`config.mk`:
```
export PLATFORM = sky130hd
export DESIGN_NAME = dm_access_stage_flat
export DESIGN_NICKNAME = d
export VERILOG_FILES = /design/src/rtl/simplerisc_pkg.sv /design/src/rtl/dm_access_stage_if.sv /design/src/rtl/dm_timeout_counter.sv /design/src/rtl/dm_access_stage.sv /design/src/flat_wrapper.sv
export SDC_FILE = /design/constraint.sdc
export NUM_CORES = 1
export LEC_CHECK = 0
export ABC_AREA = 1
export CORE_ASPECT_RATIO = 1.2
export CORE_MARGIN = 2
export CORE_UTILIZATION = 40
export DETAILED_ROUTE_END_ITERATION = 12
export DONT_BUFFER_PORTS = 1
export RECOVER_POWER = 25
export SLEW_MARGIN = 20
export SYNTH_ARGS = -nofsm -noshare
export SYNTH_HDL_FRONTEND = slang
export SYNTH_SLANG_ARGS = --single-unit
```
`constraint.sdc`:
```
create_clock -name clk -period 10.6 [get_ports clk]
set_clock_uncertainty 0.2 [all_clocks]
set_input_delay 3.18 -clock clk [delete_from_list [all_inputs] [get_ports clk]]
set_output_delay 3.18 -clock clk [all_outputs]
set_load 0.02 [all_outputs]
```
`src/rtl/simplerisc_pkg.sv`:
```
// Shared SimpleRISC pipeline types and constants used by the memory-access stage.
package simplerisc_pkg;

    typedef enum logic [1:0] {
        IDLE = 2'd0,
        REQ  = 2'd1,
        DONE = 2'd2
    } dm_state_t;

    localparam int          DM_TIMEOUT_DEFAULT = 64;
    localparam logic [31:0] DM_LD_ERR_VALUE    = 32'hDEADBEEF;

endpackage

```
`src/rtl/dm_access_stage_if.sv`:
```
// Request/acknowledge data-memory port between the DM stage and the data memory.
interface dm_access_stage_if;

    logic        mem_req;
    logic        mem_we;
    logic [31:0] mem_addr;
    logic [31:0] mem_wdata;
    logic [31:0] mem_rdata;
    logic        mem_ack;

    modport master (
        output mem_req,
        output mem_we,
        output mem_addr,
        output mem_wdata,
        input  mem_rdata,
        input  mem_ack
    );

    modport slave (
        input  mem_req,
        input  mem_we,
        input  mem_addr,
        input  mem_wdata,
        output mem_rdata,
        output mem_ack
    );

endinterface

```
`src/rtl/dm_timeout_counter.sv`:
```
// Counts consecutive REQ cycles; expired flags the last allowed cycle without an ack.
module dm_timeout_counter #(
    parameter int LIMIT = 64
) (
    input  logic clk,
    input  logic rst,
    input  logic clear,
    input  logic enable,
    output logic expired
);

    localparam int W = $clog2(LIMIT + 1);

    logic [W-1:0] count_reg;

    always_ff @(posedge clk or posedge rst) begin
        if (rst) begin
            count_reg <= '0;
        end else if (clear) begin
            count_reg <= '0;
        end else if (enable) begin
            count_reg <= count_reg + 1'b1;
        end
    end

    // count_reg holds the number of REQ cycles already completed
    assign expired = enable && (count_reg == W'(LIMIT - 1));

endmodule

```
`src/rtl/dm_access_stage.sv`:
```
// SimpleRISC memory-access stage: turns DM-stage load/store flags into one memory transaction.
// Optional request timeout with sticky error flag is built when DM_TIMEOUT_EN is defined.
module dm_access_stage
    import simplerisc_pkg::*;
#(
    parameter int          TIMEOUT_CYCLES = DM_TIMEOUT_DEFAULT,
    parameter logic [31:0] LD_ERR_VALUE   = DM_LD_ERR_VALUE
) (
    input  logic                      clk,
    input  logic                      rst,
    input  logic                      is_Ld_DM,
    input  logic                      is_St_DM,
    input  logic [31:0]               aluResult_DM,
    input  logic [31:0]               op2_DM,
    dm_access_stage_if.master         mem,
    output logic [31:0]               ldResult_DM,
    output logic                      stall_DM,
    output logic                      err_DM
);

    dm_state_t   state_reg;
    logic        req_reg;
    logic        we_reg;
    logic [31:0] addr_reg;
    logic [31:0] wdata_reg;
    logic [31:0] ld_reg;
    logic        memop;

    assign memop = is_Ld_DM | is_St_DM;

`ifdef DM_TIMEOUT_EN
    logic tmo_expired;
    logic err_reg;

    dm_timeout_counter #(
        .LIMIT   (TIMEOUT_CYCLES)
    ) u_timeout (
        .clk     (clk),
        .rst     (rst),
        .clear   (state_reg != REQ),
        .enable  (state_reg == REQ),
        .expired (tmo_expired)
    );

    assign err_DM = err_reg;
`else
    assign err_DM = 1'b0;
`endif

    always_ff @(posedge clk or posedge rst) begin
        if (rst) begin
            state_reg <= IDLE;
            req_reg   <= 1'b0;
            we_reg    <= 1'b0;
            addr_reg  <= '0;
            wdata_reg <= '0;
            ld_reg    <= '0;
`ifdef DM_TIMEOUT_EN
            err_reg   <= 1'b0;
`endif
        end else begin
            case (state_reg)
                IDLE: begin
                    if (memop) begin
                        addr_reg  <= aluResult_DM;
                        we_reg    <= is_St_DM & ~is_Ld_DM;
                        wdata_reg <= op2_DM;
                        req_reg   <= 1'b1;
                        state_reg <= REQ;
                    end
                end
                REQ: begin
                    // an ack arriving in the timeout cycle takes priority
                    if (mem.mem_ack) begin
                        req_reg   <= 1'b0;
                        if (!we_reg) begin
                            ld_reg <= mem.mem_rdata;
                        end
                        state_reg <= DONE;
                    end
`ifdef DM_TIMEOUT_EN
                    else if (tmo_expired) begin
                        req_reg   <= 1'b0;
                        if (!we_reg) begin
                            ld_reg <= LD_ERR_VALUE;
                        end
                        err_reg   <= 1'b1;
                        state_reg <= DONE;
                    end
`endif
                end
                DONE: begin
                    state_reg <= IDLE;
                end
                default: begin
                    state_reg <= IDLE;
                    req_reg   <= 1'b0;
                end
            endcase
        end
    end

    assign stall_DM      = ((state_reg == IDLE) && memop) || (state_reg == REQ);
    assign mem.mem_req   = req_reg;
    assign mem.mem_we    = we_reg;
    assign mem.mem_addr  = addr_reg;
    assign mem.mem_wdata = wdata_reg;
    assign ldResult_DM   = ld_reg;

endmodule

```
`src/flat_wrapper.sv`:
```
// flat-port wrapper written by rule: the top's interface ports become plain ports
module dm_access_stage_flat import simplerisc_pkg::*;
#(
    parameter int          TIMEOUT_CYCLES = DM_TIMEOUT_DEFAULT,
    parameter logic [31:0] LD_ERR_VALUE   = DM_LD_ERR_VALUE
)
  (clk, rst, is_Ld_DM, is_St_DM, aluResult_DM, op2_DM, ldResult_DM, stall_DM, err_DM, mem_mem_req, mem_mem_we, mem_mem_addr, mem_mem_wdata, mem_mem_rdata, mem_mem_ack);
  dm_access_stage_if mem_i ();
  input  logic clk;
  input  logic rst;
  input  logic is_Ld_DM;
  input  logic is_St_DM;
  input  logic [31:0] aluResult_DM;
  input  logic [31:0] op2_DM;
  output logic [31:0] ldResult_DM;
  output logic stall_DM;
  output logic err_DM;
  output wire logic [$bits(mem_i.mem_req)-1:0] mem_mem_req;
  output wire logic [$bits(mem_i.mem_we)-1:0] mem_mem_we;
  output wire logic [$bits(mem_i.mem_addr)-1:0] mem_mem_addr;
  output wire logic [$bits(mem_i.mem_wdata)-1:0] mem_mem_wdata;
  input wire logic [$bits(mem_i.mem_rdata)-1:0] mem_mem_rdata;
  input wire logic [$bits(mem_i.mem_ack)-1:0] mem_mem_ack;
  assign mem_mem_req = mem_i.mem_req;
  assign mem_mem_we = mem_i.mem_we;
  assign mem_mem_addr = mem_i.mem_addr;
  assign mem_mem_wdata = mem_i.mem_wdata;
  assign mem_i.mem_rdata = mem_mem_rdata;
  assign mem_i.mem_ack = mem_mem_ack;
  dm_access_stage #(.TIMEOUT_CYCLES(TIMEOUT_CYCLES), .LD_ERR_VALUE(LD_ERR_VALUE)) u_core (.clk(clk), .rst(rst), .is_Ld_DM(is_Ld_DM), .is_St_DM(is_St_DM), .aluResult_DM(aluResult_DM), .op2_DM(op2_DM), .mem(mem_i), .ldResult_DM(ldResult_DM), .stall_DM(stall_DM), .err_DM(err_DM));
endmodule
```
==> results of run 1 <==
==> layout by cell type (no fill, tap or decap) <==
cell type / n
sky130_fd_sc_hd__nand2_2: 1
sky130_fd_sc_hd__nor2_1: 1
sky130_fd_sc_hd__clkbuf_1: 2
sky130_fd_sc_hd__a21oi_1: 1
sky130_fd_sc_hd__inv_2: 1
sky130_fd_sc_hd__bufinv_16: 2
sky130_fd_sc_hd__nand2_1: 196
sky130_fd_sc_hd__clkbuf_8: 1
sky130_fd_sc_hd__buf_4: 3
sky130_fd_sc_hd__o21ai_0: 1
sky130_fd_sc_hd__nand2_4: 1
sky130_fd_sc_hd__clkbuf_16: 9
sky130_fd_sc_hd__nor2_4: 3
sky130_fd_sc_hd__conb_1: 1
sky130_fd_sc_hd__nand3_1: 97
sky130_fd_sc_hd__inv_1: 5
sky130_fd_sc_hd__o21a_1: 1
sky130_fd_sc_hd__clkinvlp_2: 1
sky130_fd_sc_hd__clkinv_2: 1
sky130_fd_sc_hd__clkinvlp_4: 1
sky130_fd_sc_hd__dfrtp_1: 100
==> power breakdown <==
| part | leakage [nW] | switching, W | internal [W] |
|---|---|---|---|
| Sequential | 1.24 | 0.000361 | 0.000564 |
| Clock | 0.153 | 0.000135 | 0.000213 |
| Combinational | 0.900 | 0.000243 | 0.000112 |
==> area by class of cell <==
type	count	area, um^2	share of cell area [%]
Clock buffer	12	246	5.70
Sequential cell	100	2500	57.8
Clock inverter	4	72.6	1.68
Inverter	7	27.5	0.636
Multi-Input combinational cell	303	1300	30.0
Timing Repair Buffer	3	22.5	0.521
Tap cell	126	158	3.64
==> kinds of logic (layout without fill, tap and decap cells) <==
logic type / after synthesis / in the layout
buffers and inverters: 38 / 26
AOI/OAI and AO/OA: 3 / 3
other: 1 / 1
and+or+nand+nor: 299 / 299
DFF: 100 / 100
==> tightest hold or removal path: stages, from the launching register on <==
cell and delay, ns:
sky130_fd_sc_hd__dfrtp_1 0.45, sky130_fd_sc_hd__nand2_1 0.08, sky130_fd_sc_hd__nand2_1 0.06
==> synthesized netlist by cell type, drive strengths merged <==
master  number  area [um^2]
nand3       97          485
o21ai        1         5.00
dfrtp      100         2500
a21oi        1         5.00
nor2         4         27.5
buf         31          191
o21a         1         7.51
nand2      198          746
conb         1         3.75
inv          7         26.3
==> per-layer routing <==
metal / global-route usage, % / vias to the layer above
met2: 27.7 / 144
met1: 19.1 / 1328
met3: 5.68 / 16
met5: 0 / -
li1: - / 1360
met4: 9.08 / 0
==> worst max-delay path by stage <==
stage	endpoint	slack, ns	cells after the start
finish	stall_DM	3.19	4
global route	stall_DM	3.11	4
CTS	stall_DM	2.86	4
detailed placement	stall_DM	2.86	4
global placement	stall_DM	2.89	4
floorplan	stall_DM	3.45	6
==> per-stage QoR <==
step | hold slack (ns) | total power [W]
final | 0.418 | 0.00163
after CTS | 0.421 | 0.00165
after detailed placement | 0.404 | 0.00129
after global routing | 0.439 | 0.00175
after global placement | 0.398 | 0.00127
after floorplan | 0.363 | 0.00121
==> flow_results.xml, run 1 <==
<?xml version="1.0" encoding="UTF-8"?>
<metrics>
  <group name="outcome">
    <metric name="outcome" unit="">finished clean</metric>
  </group>
  <group name="timing">
    <metric name="maximum_clock_rate" unit="MHz">135</metric>
    <metric name="slew_headroom" unit="%">15.6</metric>
    <metric name="worst_slew_pin_slew" unit="ns">1.26</metric>
    <metric name="report.final.setup_viol" unit="">0</metric>
    <metric name="rsz0062_at_grt" unit="">no</metric>
    <metric name="post-route-period-util" unit="%">69.9</metric>
    <metric name="timing_hold_violations_final" unit="">0</metric>
    <metric name="final-max-slew-violation-count" unit="">0</metric>
    <metric name="finalSetupTns" unit="ns">0</metric>
    <metric name="period_minus_slack" unit="ns">7.41</metric>
    <metric name="setup_slack" unit="ns">3.19</metric>
  </group>
  <group name="place">
    <metric name="preCtsSetupSlack" unit="ns">2.86</metric>
    <metric name="place.port_buffers" unit="">0</metric>
    <metric name="place.gp.congestion" unit="">0.766</metric>
    <metric name="numPlacedInstances" unit="">539</metric>
    <metric name="detailed_place.area" unit="mm^2">0.00400</metric>
    <metric name="hpwl" unit="um">5990</metric>
  </group>
  <group name="logic_synthesis">
    <metric name="largest_family_of_logic_cells_by_synthesized_area" unit="">simple AND/OR/NAND/NOR gates</metric>
    <metric name="syn_inst" unit="">441</metric>
    <metric name="synth.ff_latch_count" unit="">100</metric>
    <metric name="synthAdderAreaFrac" unit="%">0</metric>
    <metric name="synth.cell_area" unit="mm^2">0.00400</metric>
    <metric name="compound_gate_fraction_of_synth_area" unit="%">0.438</metric>
    <metric name="syn_avg_cell_area" unit="um^2">9.07</metric>
    <metric name="yosys.cell_types.count" unit="">16</metric>
    <metric name="synth_mux_area_share" unit="%">0</metric>
    <metric name="post_synthesis_share_of_cell_area_spent_on_and_or_nand_and_nor_gates" unit="%">31.5</metric>
    <metric name="synthesis.yosys.warnings" unit="">0</metric>
    <metric name="synthXorXnorAreaFrac" unit="%">0</metric>
    <metric name="synth.yosys.seq_area_share" unit="%">62.6</metric>
    <metric name="syn_nets" unit="">542</metric>
  </group>
  <group name="drt">
    <metric name="dr_wl_met3" unit="um">951</metric>
    <metric name="antenna_violating_nets_post_route" unit="">0</metric>
    <metric name="wl_per_cell" unit="um">16.3</metric>
    <metric name="drt-pass1-iter-count" unit="">4</metric>
    <metric name="vias" unit="">2848</metric>
    <metric name="dr.first_iter.drc_count" unit="">155</metric>
    <metric name="metal2_wl" unit="um">4370</metric>
    <metric name="drt_drc_violations_left" unit="">0</metric>
    <metric name="vias_per_cell" unit="">5.13</metric>
    <metric name="drt-met1-wl" unit="um">3480</metric>
    <metric name="highest_signal_layer_in_the_routed_design" unit="">met4</metric>
    <metric name="routed_wire_length" unit="um">9020</metric>
  </group>
  <group name="cells_and_area">
    <metric name="diodes" unit="">0</metric>
    <metric name="nFillCells" unit="">956</metric>
    <metric name="final_net_count" unit="">525</metric>
    <metric name="postLayoutCellArea" unit="mm^2">0.00433</metric>
    <metric name="post_route_cells_drive_above_1_share" unit="%">5.59</metric>
    <metric name="layout-area-overhead-vs-synth" unit="%">8.16</metric>
    <metric name="final_util" unit="%">43.9</metric>
    <metric name="fin_cells" unit="">555</metric>
  </group>
  <group name="floorplan">
    <metric name="die_height" unit="um">114</metric>
    <metric name="top_level_ports" unit="">201</metric>
    <metric name="die_area" unit="mm^2">0.0108</metric>
    <metric name="initial_core_util" unit="%">40.6</metric>
    <metric name="placement_rows" unit="">40</metric>
    <metric name="coreArea" unit="mm^2">0.00986</metric>
    <metric name="die_w" unit="um">95.3</metric>
  </group>
  <group name="clocking">
    <metric name="ctsLongestPathBuffers" unit="">2</metric>
    <metric name="total_clock_sinks" unit="">100</metric>
    <metric name="tritoncts" unit="">built</metric>
    <metric name="root_buffer" unit="">sky130_fd_sc_hd__clkbuf_16</metric>
    <metric name="htreeDepth" unit="">3</metric>
    <metric name="number_of_cts_inserted_buffers" unit="">9</metric>
    <metric name="post_cts.repair.setup_buffers" unit="">0</metric>
    <metric name="cts-hold-fix-buffers" unit="">0</metric>
    <metric name="cts-resized-gates" unit="">0</metric>
    <metric name="clkSlewWorstSetupHoldPaths" unit="ns">0.06</metric>
    <metric name="clkLatencyLatePin" unit="ns">0.34</metric>
  </group>
  <group name="hold_path">
    <metric name="worst_hold_path_type" unit="">register to register</metric>
    <metric name="min_to" unit="">u_core.ldResult_DM[0]$_DFFE_PP0P_</metric>
    <metric name="worstHoldPathCells" unit="">2</metric>
    <metric name="min-delay-start" unit="">u_core.ldResult_DM[0]$_DFFE_PP0P_</metric>
  </group>
  <group name="pwr">
    <metric name="leakage" unit="nW">2.29</metric>
    <metric name="power_per_cell_area" unit="mW/mm^2">376</metric>
    <metric name="max-vdd-ir-drop" unit="uV">127</metric>
  </group>
  <group name="worst_setup_path">
    <metric name="crit-reg2reg-launch" unit="">u_core.mem.mem_we$_DFFE_PP0P_</metric>
    <metric name="r2r-end" unit="">u_core.ldResult_DM[14]$_DFFE_PP0P_</metric>
    <metric name="crit_path_top_delay_cell" unit="">sky130_fd_sc_hd__nand2_4</metric>
    <metric name="crit_chain" unit="">inv_1 -&gt; nand2_4 -&gt; nand2_2 -&gt; nand2_1</metric>
    <metric name="timing_worst_setup_path_type" unit="">primary input to primary output</metric>
    <metric name="crit_required" unit="ns">7.22</metric>
    <metric name="r2r_slack" unit="ns">7.99</metric>
    <metric name="cp-end-kind" unit="">primary output</metric>
    <metric name="depth_of_the_worst_register_to_register_path" unit="">4</metric>
    <metric name="arrival" unit="ns">4.03</metric>
    <metric name="path_delay_family" unit="">simple AND/OR/NAND/NOR gates</metric>
    <metric name="startpoint_type" unit="">primary input</metric>
    <metric name="cpPeakStageDelay" unit="ns">0.48</metric>
    <metric name="cp.buffers_inverters" unit="">1</metric>
    <metric name="worst-path-max-fanout" unit="">65</metric>
    <metric name="critical_path_launch_point" unit="">is_Ld_DM</metric>
  </group>
  <group name="flow_run">
    <metric name="cap_violations" unit="">0</metric>
  </group>
  <group name="global_route">
    <metric name="maximum_number_of_pins_on_one_net_before_global_route_repair" unit="">73</metric>
    <metric name="gr-total-overflow" unit="">0</metric>
    <metric name="grt_pass1_wl" unit="um">14000</metric>
    <metric name="grt_pass1_vias" unit="">2841</metric>
    <metric name="combined_global_route_utilization_of_all_metal_layers" unit="%">16.8</metric>
    <metric name="antenna_found_initial" unit="">0</metric>
  </group>
</metrics>
(Power assumes the default switching activity.)
==> inputs of run 2 (changes only) <==
==> constraint.sdc (replaced) <==
create_clock -name clk -period 7.4 [get_ports clk]
set_clock_uncertainty 0.2 [all_clocks]
set_input_delay 2.22 -clock clk [delete_from_list [all_inputs] [get_ports clk]]
set_output_delay 2.22 -clock clk [all_outputs]
set_load 0.02 [all_outputs]
==> run 2 against run 1 <==
The run now ends with capacitance limit, slew limit left. Total power rose by 46%. Register-to-register slack got worse by 4.3 ns. Global-route usage fell by 0.19 points. Highest routed layer unchanged.
==> flow_results.xml, run 2 (same netlist as run 1, synthesis figures left out) <==
<?xml version="1.0" encoding="UTF-8"?>
<metrics>
  <group name="clocking">
    <metric name="total_clock_sinks" unit="">100</metric>
    <metric name="post_cts.repair.setup_buffers" unit="">0</metric>
    <metric name="tritoncts" unit="">built</metric>
    <metric name="htreeDepth" unit="">3</metric>
    <metric name="cts-hold-fix-buffers" unit="">0</metric>
    <metric name="clkLatencyLatePin" unit="ns">0.34</metric>
    <metric name="number_of_cts_inserted_buffers" unit="">9</metric>
    <metric name="clkSlewWorstSetupHoldPaths" unit="ns">0.06</metric>
    <metric name="root_buffer" unit="">sky130_fd_sc_hd__clkbuf_16</metric>
    <metric name="cts-resized-gates" unit="">0</metric>
    <metric name="ctsLongestPathBuffers" unit="">2</metric>
  </group>
  <group name="place">
    <metric name="preCtsSetupSlack" unit="ns">2.41</metric>
    <metric name="numPlacedInstances" unit="">541</metric>
    <metric name="place.port_buffers" unit="">0</metric>
    <metric name="place.gp.congestion" unit="">0.772</metric>
    <metric name="hpwl" unit="um">6030</metric>
  </group>
  <group name="cells_and_area">
    <metric name="diodes" unit="">0</metric>
    <metric name="fin_cells" unit="">557</metric>
    <metric name="final_net_count" unit="">527</metric>
    <metric name="multiInputGateArea" unit="mm^2">0.00128</metric>
    <metric name="layout-area-overhead-vs-synth" unit="%">8.95</metric>
    <metric name="most-common-layout-cells" unit="">sky130_fd_sc_hd__nand2_1, sky130_fd_sc_hd__dfrtp_1, sky130_fd_sc_hd__nand3_1, sky130_fd_sc_hd__clkbuf_16, sky130_fd_sc_hd__inv_1</metric>
    <metric name="post_route_cells_drive_above_1_share" unit="%">5.80</metric>
    <metric name="seqCellArea" unit="mm^2">0.00250</metric>
    <metric name="nFillCells" unit="">967</metric>
    <metric name="final_common_cell" unit="">sky130_fd_sc_hd__nand2_1</metric>
  </group>
  <group name="floorplan">
    <metric name="top_level_ports" unit="">201</metric>
    <metric name="initial_core_util" unit="%">40.6</metric>
    <metric name="coreArea" unit="mm^2">0.00986</metric>
    <metric name="die_area" unit="mm^2">0.0108</metric>
    <metric name="placement_rows" unit="">40</metric>
    <metric name="die_w" unit="um">95.3</metric>
    <metric name="die_height" unit="um">114</metric>
  </group>
  <group name="timing">
    <metric name="period_minus_slack" unit="ns">5.00</metric>
    <metric name="rsz0062_at_grt" unit="">no</metric>
    <metric name="timing_hold_violations_final" unit="">0</metric>
    <metric name="final-max-slew-violation-count" unit="">114</metric>
    <metric name="worst_hold_slack" unit="ns">0.415</metric>
    <metric name="finalSetupTns" unit="ns">0</metric>
    <metric name="post-route-period-util" unit="%">67.6</metric>
    <metric name="worst_slew_pin_slew" unit="ns">2.74</metric>
    <metric name="maximum_clock_rate" unit="MHz">200</metric>
    <metric name="slew_headroom" unit="%">-82.4</metric>
    <metric name="setup_slack" unit="ns">2.40</metric>
    <metric name="report.final.setup_viol" unit="">0</metric>
  </group>
  <group name="global_route">
    <metric name="combined_global_route_utilization_of_all_metal_layers" unit="%">16.6</metric>
    <metric name="gr-total-overflow" unit="">0</metric>
    <metric name="antenna_found_initial" unit="">0</metric>
    <metric name="grt_pass1_wl" unit="um">13900</metric>
    <metric name="maximum_number_of_pins_on_one_net_before_global_route_repair" unit="">68</metric>
    <metric name="grt_pass1_vias" unit="">2831</metric>
  </group>
  <group name="worst_setup_path">
    <metric name="worst-path-max-fanout" unit="">2</metric>
    <metric name="worstSetupPathDepth" unit="">4</metric>
    <metric name="arrival" unit="ns">2.58</metric>
    <metric name="crit_path_top_delay_cell" unit="">sky130_fd_sc_hd__nand2_1</metric>
    <metric name="timing_worst_setup_path_type" unit="">primary input to primary output</metric>
    <metric name="crit_required" unit="ns">4.98</metric>
    <metric name="depth_of_the_worst_register_to_register_path" unit="">5</metric>
    <metric name="cpPeakStageDelay" unit="ns">0.19</metric>
    <metric name="cp.buffers_inverters" unit="">1</metric>
    <metric name="timing.critical_path.mode_cell" unit="">sky130_fd_sc_hd__nand2_1</metric>
    <metric name="cp-end-kind" unit="">primary output</metric>
    <metric name="path_delay_family" unit="">simple AND/OR/NAND/NOR gates</metric>
    <metric name="crit_chain" unit="">inv_1 -&gt; nand2_1 -&gt; nand2_2 -&gt; nand2_1</metric>
    <metric name="startpoint_type" unit="">primary input</metric>
  </group>
  <group name="drt">
    <metric name="dr.first_iter.drc_count" unit="">149</metric>
    <metric name="drt-pass1-iter-count" unit="">5</metric>
    <metric name="vias_per_cell" unit="">5.21</metric>
    <metric name="vias" unit="">2900</metric>
    <metric name="antenna_violating_nets_post_route" unit="">0</metric>
    <metric name="routed_wire_length" unit="um">9000</metric>
    <metric name="drt_drc_violations_left" unit="">0</metric>
    <metric name="wl_per_cell" unit="um">16.2</metric>
  </group>
  <group name="hold_path">
    <metric name="worstHoldPathCells" unit="">2</metric>
    <metric name="worst_hold_path_type" unit="">register to register</metric>
  </group>
  <group name="pwr">
    <metric name="max-vdd-ir-drop" unit="uV">187</metric>
    <metric name="leakage" unit="nW">2.31</metric>
    <metric name="power_per_cell_area" unit="mW/mm^2">547</metric>
  </group>
  <group name="outcome">
    <metric name="failed_checks" unit="">capacitance limit, slew limit</metric>
    <metric name="outcome" unit="">finished with violations</metric>
  </group>
  <group name="flow_run">
    <metric name="cap_violations" unit="">2</metric>
  </group>
</metrics>
==> run 2: cell count changes in the layout (fill, tap and decap cells not counted) <==
| cell | before | now |
|---|---|---|
| sky130_fd_sc_hd__buf_4 | 3 | 4 |
| sky130_fd_sc_hd__bufinv_16 | 2 | 3 |
| sky130_fd_sc_hd__clkbuf_8 | 1 | 2 |
| sky130_fd_sc_hd__clkinvlp_4 | 1 | 0 |
| sky130_fd_sc_hd__nand2_1 | 196 | 197 |
| sky130_fd_sc_hd__nand2_4 | 1 | 0 |
| sky130_fd_sc_hd__nor2_2 | 0 | 1 |
| sky130_fd_sc_hd__nor2_4 | 3 | 2 |
==> run 2: area by class of cell <==
class,instances,area share (%)
clock inverters,4,2.18
inverters,7,0.632
repair buffers,5,0.775
multi-input cells,303,29.5
well taps,126,3.62
clock buffers,12,5.89
flip-flops and latches,100,57.4
==> run 2: where the power goes <==
part | leakage [nW] | internal (W) | switching (W)
clock network | 0.173 | 0.000349 | 0.000193
registers | 1.24 | 0.000807 | 0.000515
logic | 0.900 | 0.000169 | 0.000349
==> run 2: path summary, 6_finish.rpt <==
path	slack (ns)	start	end
setup / recovery	2.40	is_Ld_DM	stall_DM
hold / removal	0.42	u_core.ldResult_DM[29]$_DFFE_PP0P_	u_core.ldResult_DM[29]$_DFFE_PP0P_
setup reg to reg	3.70	u_core.state_reg[1]$_DFFE_PP0P_	u_core.state_reg[0]$_DFFE_PP0P_
hold reg to reg	0.42	u_core.ldResult_DM[29]$_DFFE_PP0P_	u_core.ldResult_DM[29]$_DFFE_PP0P_
max in group asynchronous	3.53	rst	u_core.mem.mem_addr[28]$_DFFE_PP0P_
min in group asynchronous	2.04	rst	u_core.mem.mem_wdata[5]$_DFFE_PP0P_
==> run 2: through the flow <==
stage | area, um^2 | utilization, % | power (W)
2_1_floorplan | 4000 | - | 0.00174
3_3_place_gp | 4010 | 40.7 | 0.00182
3_5_place_dp | 4010 | 40.7 | 0.00186
4_1_cts | 4370 | 44.3 | 0.00241
5_1_grt | 4360 | 44.2 | 0.00255
6_report | 4360 | 44.2 | 0.00238
==> run 2: worst register-to-register path: cells and delay by family, from the launching register on <==
family	cells	cell delay [ns]
buffers and inverters	2	2.28
DFF	1	0.45
AOI/OAI and AO/OA	1	0.31
and+or+nand+nor	2	0.21
==> run 2: routing by layer <==
layer	vias to the layer above	GRT usage (%)	share of wire, %
li1	1365	-	-
met1	1382	18.9	39
met2	140	27.1	49
met3	13	6.21	10
met4	0	8.60	2.1
met5	-	0	0
==> inputs of run 3 (changes only) <==
==> constraint.sdc (replaced) <==
create_clock -name clk -period 4.6 [get_ports clk]
set_clock_uncertainty 0.2 [all_clocks]
set_input_delay 1.38 -clock clk [delete_from_list [all_inputs] [get_ports clk]]
set_output_delay 1.38 -clock clk [all_outputs]
set_load 0.02 [all_outputs]
==> run 3 against run 2 <==
The run still ends with capacitance limit, slew limit left. Non-clock buffer count rose by 2. Global-route usage rose by 0.40 points. Die area did not move. Total power rose by 52%. Register-to-register slack got worse by 1.6 ns. Clock-buffer cell count fell by 2. Worst hold slack improved by 0.0018 ns. Sequential cell count did not move. Critical path depth did not move. Sequential power rose by 61%. Final cell count rose by 0.18%. Wire length rose by 1.8%.
==> flow_results.xml, run 3 (same netlist as run 1, synthesis figures left out) <==
<?xml version="1.0" encoding="UTF-8"?>
<metrics>
  <group name="worst_setup_path">
    <metric name="startpoint_type" unit="">register</metric>
    <metric name="depth_of_the_worst_register_to_register_path" unit="">4</metric>
    <metric name="timing_worst_setup_path_type" unit="">register to primary output</metric>
    <metric name="arrival" unit="ns">1.82</metric>
    <metric name="critPathCapture" unit="">stall_DM</metric>
    <metric name="worst-path-max-fanout" unit="">34</metric>
    <metric name="critical_path_launch_point" unit="">u_core.state_reg[1]$_DFFE_PP0P_</metric>
    <metric name="crit-reg2reg-launch" unit="">u_core.state_reg[1]$_DFFE_PP0P_</metric>
    <metric name="r2r-end" unit="">u_core.ldResult_DM[23]$_DFFE_PP0P_</metric>
    <metric name="r2r_slack" unit="ns">2.09</metric>
    <metric name="cp-end-kind" unit="">primary output</metric>
    <metric name="crit_required" unit="ns">3.02</metric>
  </group>
  <group name="clocking">
    <metric name="cts-resized-gates" unit="">0</metric>
    <metric name="clkSlewWorstSetupHoldPaths" unit="ns">0.06</metric>
    <metric name="cts-hold-fix-buffers" unit="">0</metric>
    <metric name="htreeDepth" unit="">3</metric>
    <metric name="clkLatencyLatePin" unit="ns">0.33</metric>
    <metric name="root_buffer" unit="">sky130_fd_sc_hd__clkbuf_16</metric>
    <metric name="number_of_cts_inserted_buffers" unit="">9</metric>
    <metric name="total_clock_sinks" unit="">100</metric>
    <metric name="ctsLongestPathBuffers" unit="">2</metric>
    <metric name="post_cts.repair.setup_buffers" unit="">0</metric>
    <metric name="tritoncts" unit="">built</metric>
  </group>
  <group name="cells_and_area">
    <metric name="post_route_cells_drive_above_1_share" unit="%">6.25</metric>
    <metric name="fin_cells" unit="">558</metric>
    <metric name="layout-area-overhead-vs-synth" unit="%">7.13</metric>
    <metric name="most-common-layout-cells" unit="">sky130_fd_sc_hd__nand2_1, sky130_fd_sc_hd__dfrtp_1, sky130_fd_sc_hd__nand3_1, sky130_fd_sc_hd__clkbuf_16, sky130_fd_sc_hd__buf_4</metric>
    <metric name="nFillCells" unit="">957</metric>
    <metric name="diodes" unit="">0</metric>
    <metric name="final_net_count" unit="">529</metric>
    <metric name="final_common_cell" unit="">sky130_fd_sc_hd__nand2_1</metric>
  </group>
  <group name="hold_path">
    <metric name="worst_hold_path_type" unit="">register to register</metric>
    <metric name="worstHoldPathCells" unit="">2</metric>
  </group>
  <group name="place">
    <metric name="place.gp.congestion" unit="">0.763</metric>
    <metric name="numPlacedInstances" unit="">543</metric>
    <metric name="hpwl" unit="um">6070</metric>
    <metric name="place.port_buffers" unit="">0</metric>
  </group>
  <group name="pwr">
    <metric name="power_frac_comb" unit="%">22.9</metric>
    <metric name="leakage" unit="nW">2.28</metric>
    <metric name="p_seq_share" unit="%">58.6</metric>
    <metric name="switching_share" unit="%">46.9</metric>
    <metric name="design_power_total" unit="W">0.00363</metric>
    <metric name="max-vdd-ir-drop" unit="uV">326</metric>
    <metric name="power_per_cell_area" unit="mW/mm^2">847</metric>
    <metric name="internal_power_consumption" unit="W">0.00193</metric>
    <metric name="clockPowerShare" unit="%">18.5</metric>
    <metric name="switchingPower" unit="W">0.00170</metric>
  </group>
  <group name="timing">
    <metric name="timing_hold_violations_final" unit="">0</metric>
    <metric name="worst_slew_pin_slew" unit="ns">2.26</metric>
    <metric name="finalSetupTns" unit="ns">0</metric>
    <metric name="rsz0062_at_grt" unit="">no</metric>
    <metric name="post-route-period-util" unit="%">73.8</metric>
    <metric name="final-max-slew-violation-count" unit="">61</metric>
    <metric name="worst_hold_slack" unit="ns">0.417</metric>
    <metric name="report.final.setup_viol" unit="">0</metric>
    <metric name="slew_headroom" unit="%">-50.6</metric>
    <metric name="maximum_clock_rate" unit="MHz">295</metric>
    <metric name="period_minus_slack" unit="ns">3.40</metric>
  </group>
  <group name="flow_run">
    <metric name="cap_violations" unit="">1</metric>
  </group>
  <group name="floorplan">
    <metric name="coreArea" unit="mm^2">0.00986</metric>
    <metric name="die_w" unit="um">95.3</metric>
    <metric name="placement_rows" unit="">40</metric>
    <metric name="die_area" unit="mm^2">0.0108</metric>
    <metric name="top_level_ports" unit="">201</metric>
    <metric name="die_height" unit="um">114</metric>
    <metric name="initial_core_util" unit="%">40.6</metric>
  </group>
  <group name="global_route">
    <metric name="combined_global_route_utilization_of_all_metal_layers" unit="%">17.0</metric>
    <metric name="maximum_number_of_pins_on_one_net_before_global_route_repair" unit="">68</metric>
    <metric name="antenna_found_initial" unit="">0</metric>
    <metric name="grt_pass1_wl" unit="um">14200</metric>
    <metric name="grt_pass1_vias" unit="">2913</metric>
    <metric name="gr-total-overflow" unit="">0</metric>
  </group>
  <group name="drt">
    <metric name="antenna_violating_nets_post_route" unit="">0</metric>
    <metric name="drt_drc_violations_left" unit="">0</metric>
    <metric name="routed_wire_length" unit="um">9160</metric>
    <metric name="vias" unit="">2878</metric>
    <metric name="dr.first_iter.drc_count" unit="">103</metric>
    <metric name="drt-pass1-iter-count" unit="">4</metric>
    <metric name="wl_per_cell" unit="um">16.4</metric>
    <metric name="vias_per_cell" unit="">5.16</metric>
  </group>
  <group name="outcome">
    <metric name="failed_checks" unit="">capacitance limit, slew limit</metric>
    <metric name="outcome" unit="">finished with violations</metric>
  </group>
</metrics>
[run 3: worst max-delay path, cell delays in order (launching register included)]
cell                      delay [ns]
sky130_fd_sc_hd__dfrtp_1        0.45
sky130_fd_sc_hd__nor2_4         0.60
sky130_fd_sc_hd__inv_1          0.19
sky130_fd_sc_hd__nand2_1        0.11
sky130_fd_sc_hd__buf_4          0.14
[run 3: layout make-up]
class / count / area (um^2) / share of cell area, %
Sequential cell: 100 / 2500 / 58.4
Clock buffer: 10 / 229 / 5.34
Inverter: 7 / 26.3 / 0.613
Tap cell: 126 / 158 / 3.68
Multi-Input combinational cell: 303 / 1290 / 30.0
Timing Repair Buffer: 7 / 52.6 / 1.23
Clock inverter: 5 / 30.0 / 0.701
[run 3: metal layers]
metal / routed length [um] / global-route usage, % / up-vias
met5: 0 / 0 / -
met4: 127 / 6.38 / 0
met3: 912 / 6.80 / 10
met2: 4500 / 28.1 / 131
met1: 3620 / 19.8 / 1366
li1: - / - / 1371
[run 3: worst min path at each step]
stage                                   startpoint                             endpoint
6_report       u_core.mem.mem_addr[16]$_DFFE_PP0P_  u_core.mem.mem_addr[16]$_DFFE_PP0P_
4_1_cts         u_core.ldResult_DM[22]$_DFFE_PP0P_   u_core.ldResult_DM[22]$_DFFE_PP0P_
2_1_floorplan      u_core.state_reg[0]$_DFFE_PP0P_       u_core.mem.mem_req$_DFFE_PP0P_
5_1_grt          u_core.ldResult_DM[7]$_DFFE_PP0P_    u_core.ldResult_DM[7]$_DFFE_PP0P_
3_3_place_gp    u_core.ldResult_DM[22]$_DFFE_PP0P_   u_core.ldResult_DM[22]$_DFFE_PP0P_
3_5_place_dp    u_core.ldResult_DM[11]$_DFFE_PP0P_   u_core.ldResult_DM[11]$_DFFE_PP0P_
[run 3: metrics by stage]
stage               setup slack [ns]  area [um^2]  utilization [%]
floorplan                      0.401         4000                -
detailed placement              1.25         4030             40.9
global placement                1.26         4030             40.9
CTS                             1.17         4290             43.5
finish                          1.20         4290             43.5
global route                   0.903         4290             43.5
[run 3: power groups by stage]
stage	registers [W]	clock network, W	logic, W
after floorplan	0.00204	0	0.000753
after global placement	0.00214	0	0.000804
after detailed placement	0.00214	0	0.000853
after CTS	0.00214	0.000696	0.000847
after global routing	0.00219	0.000734	0.000984
final	0.00213	0.000673	0.000831
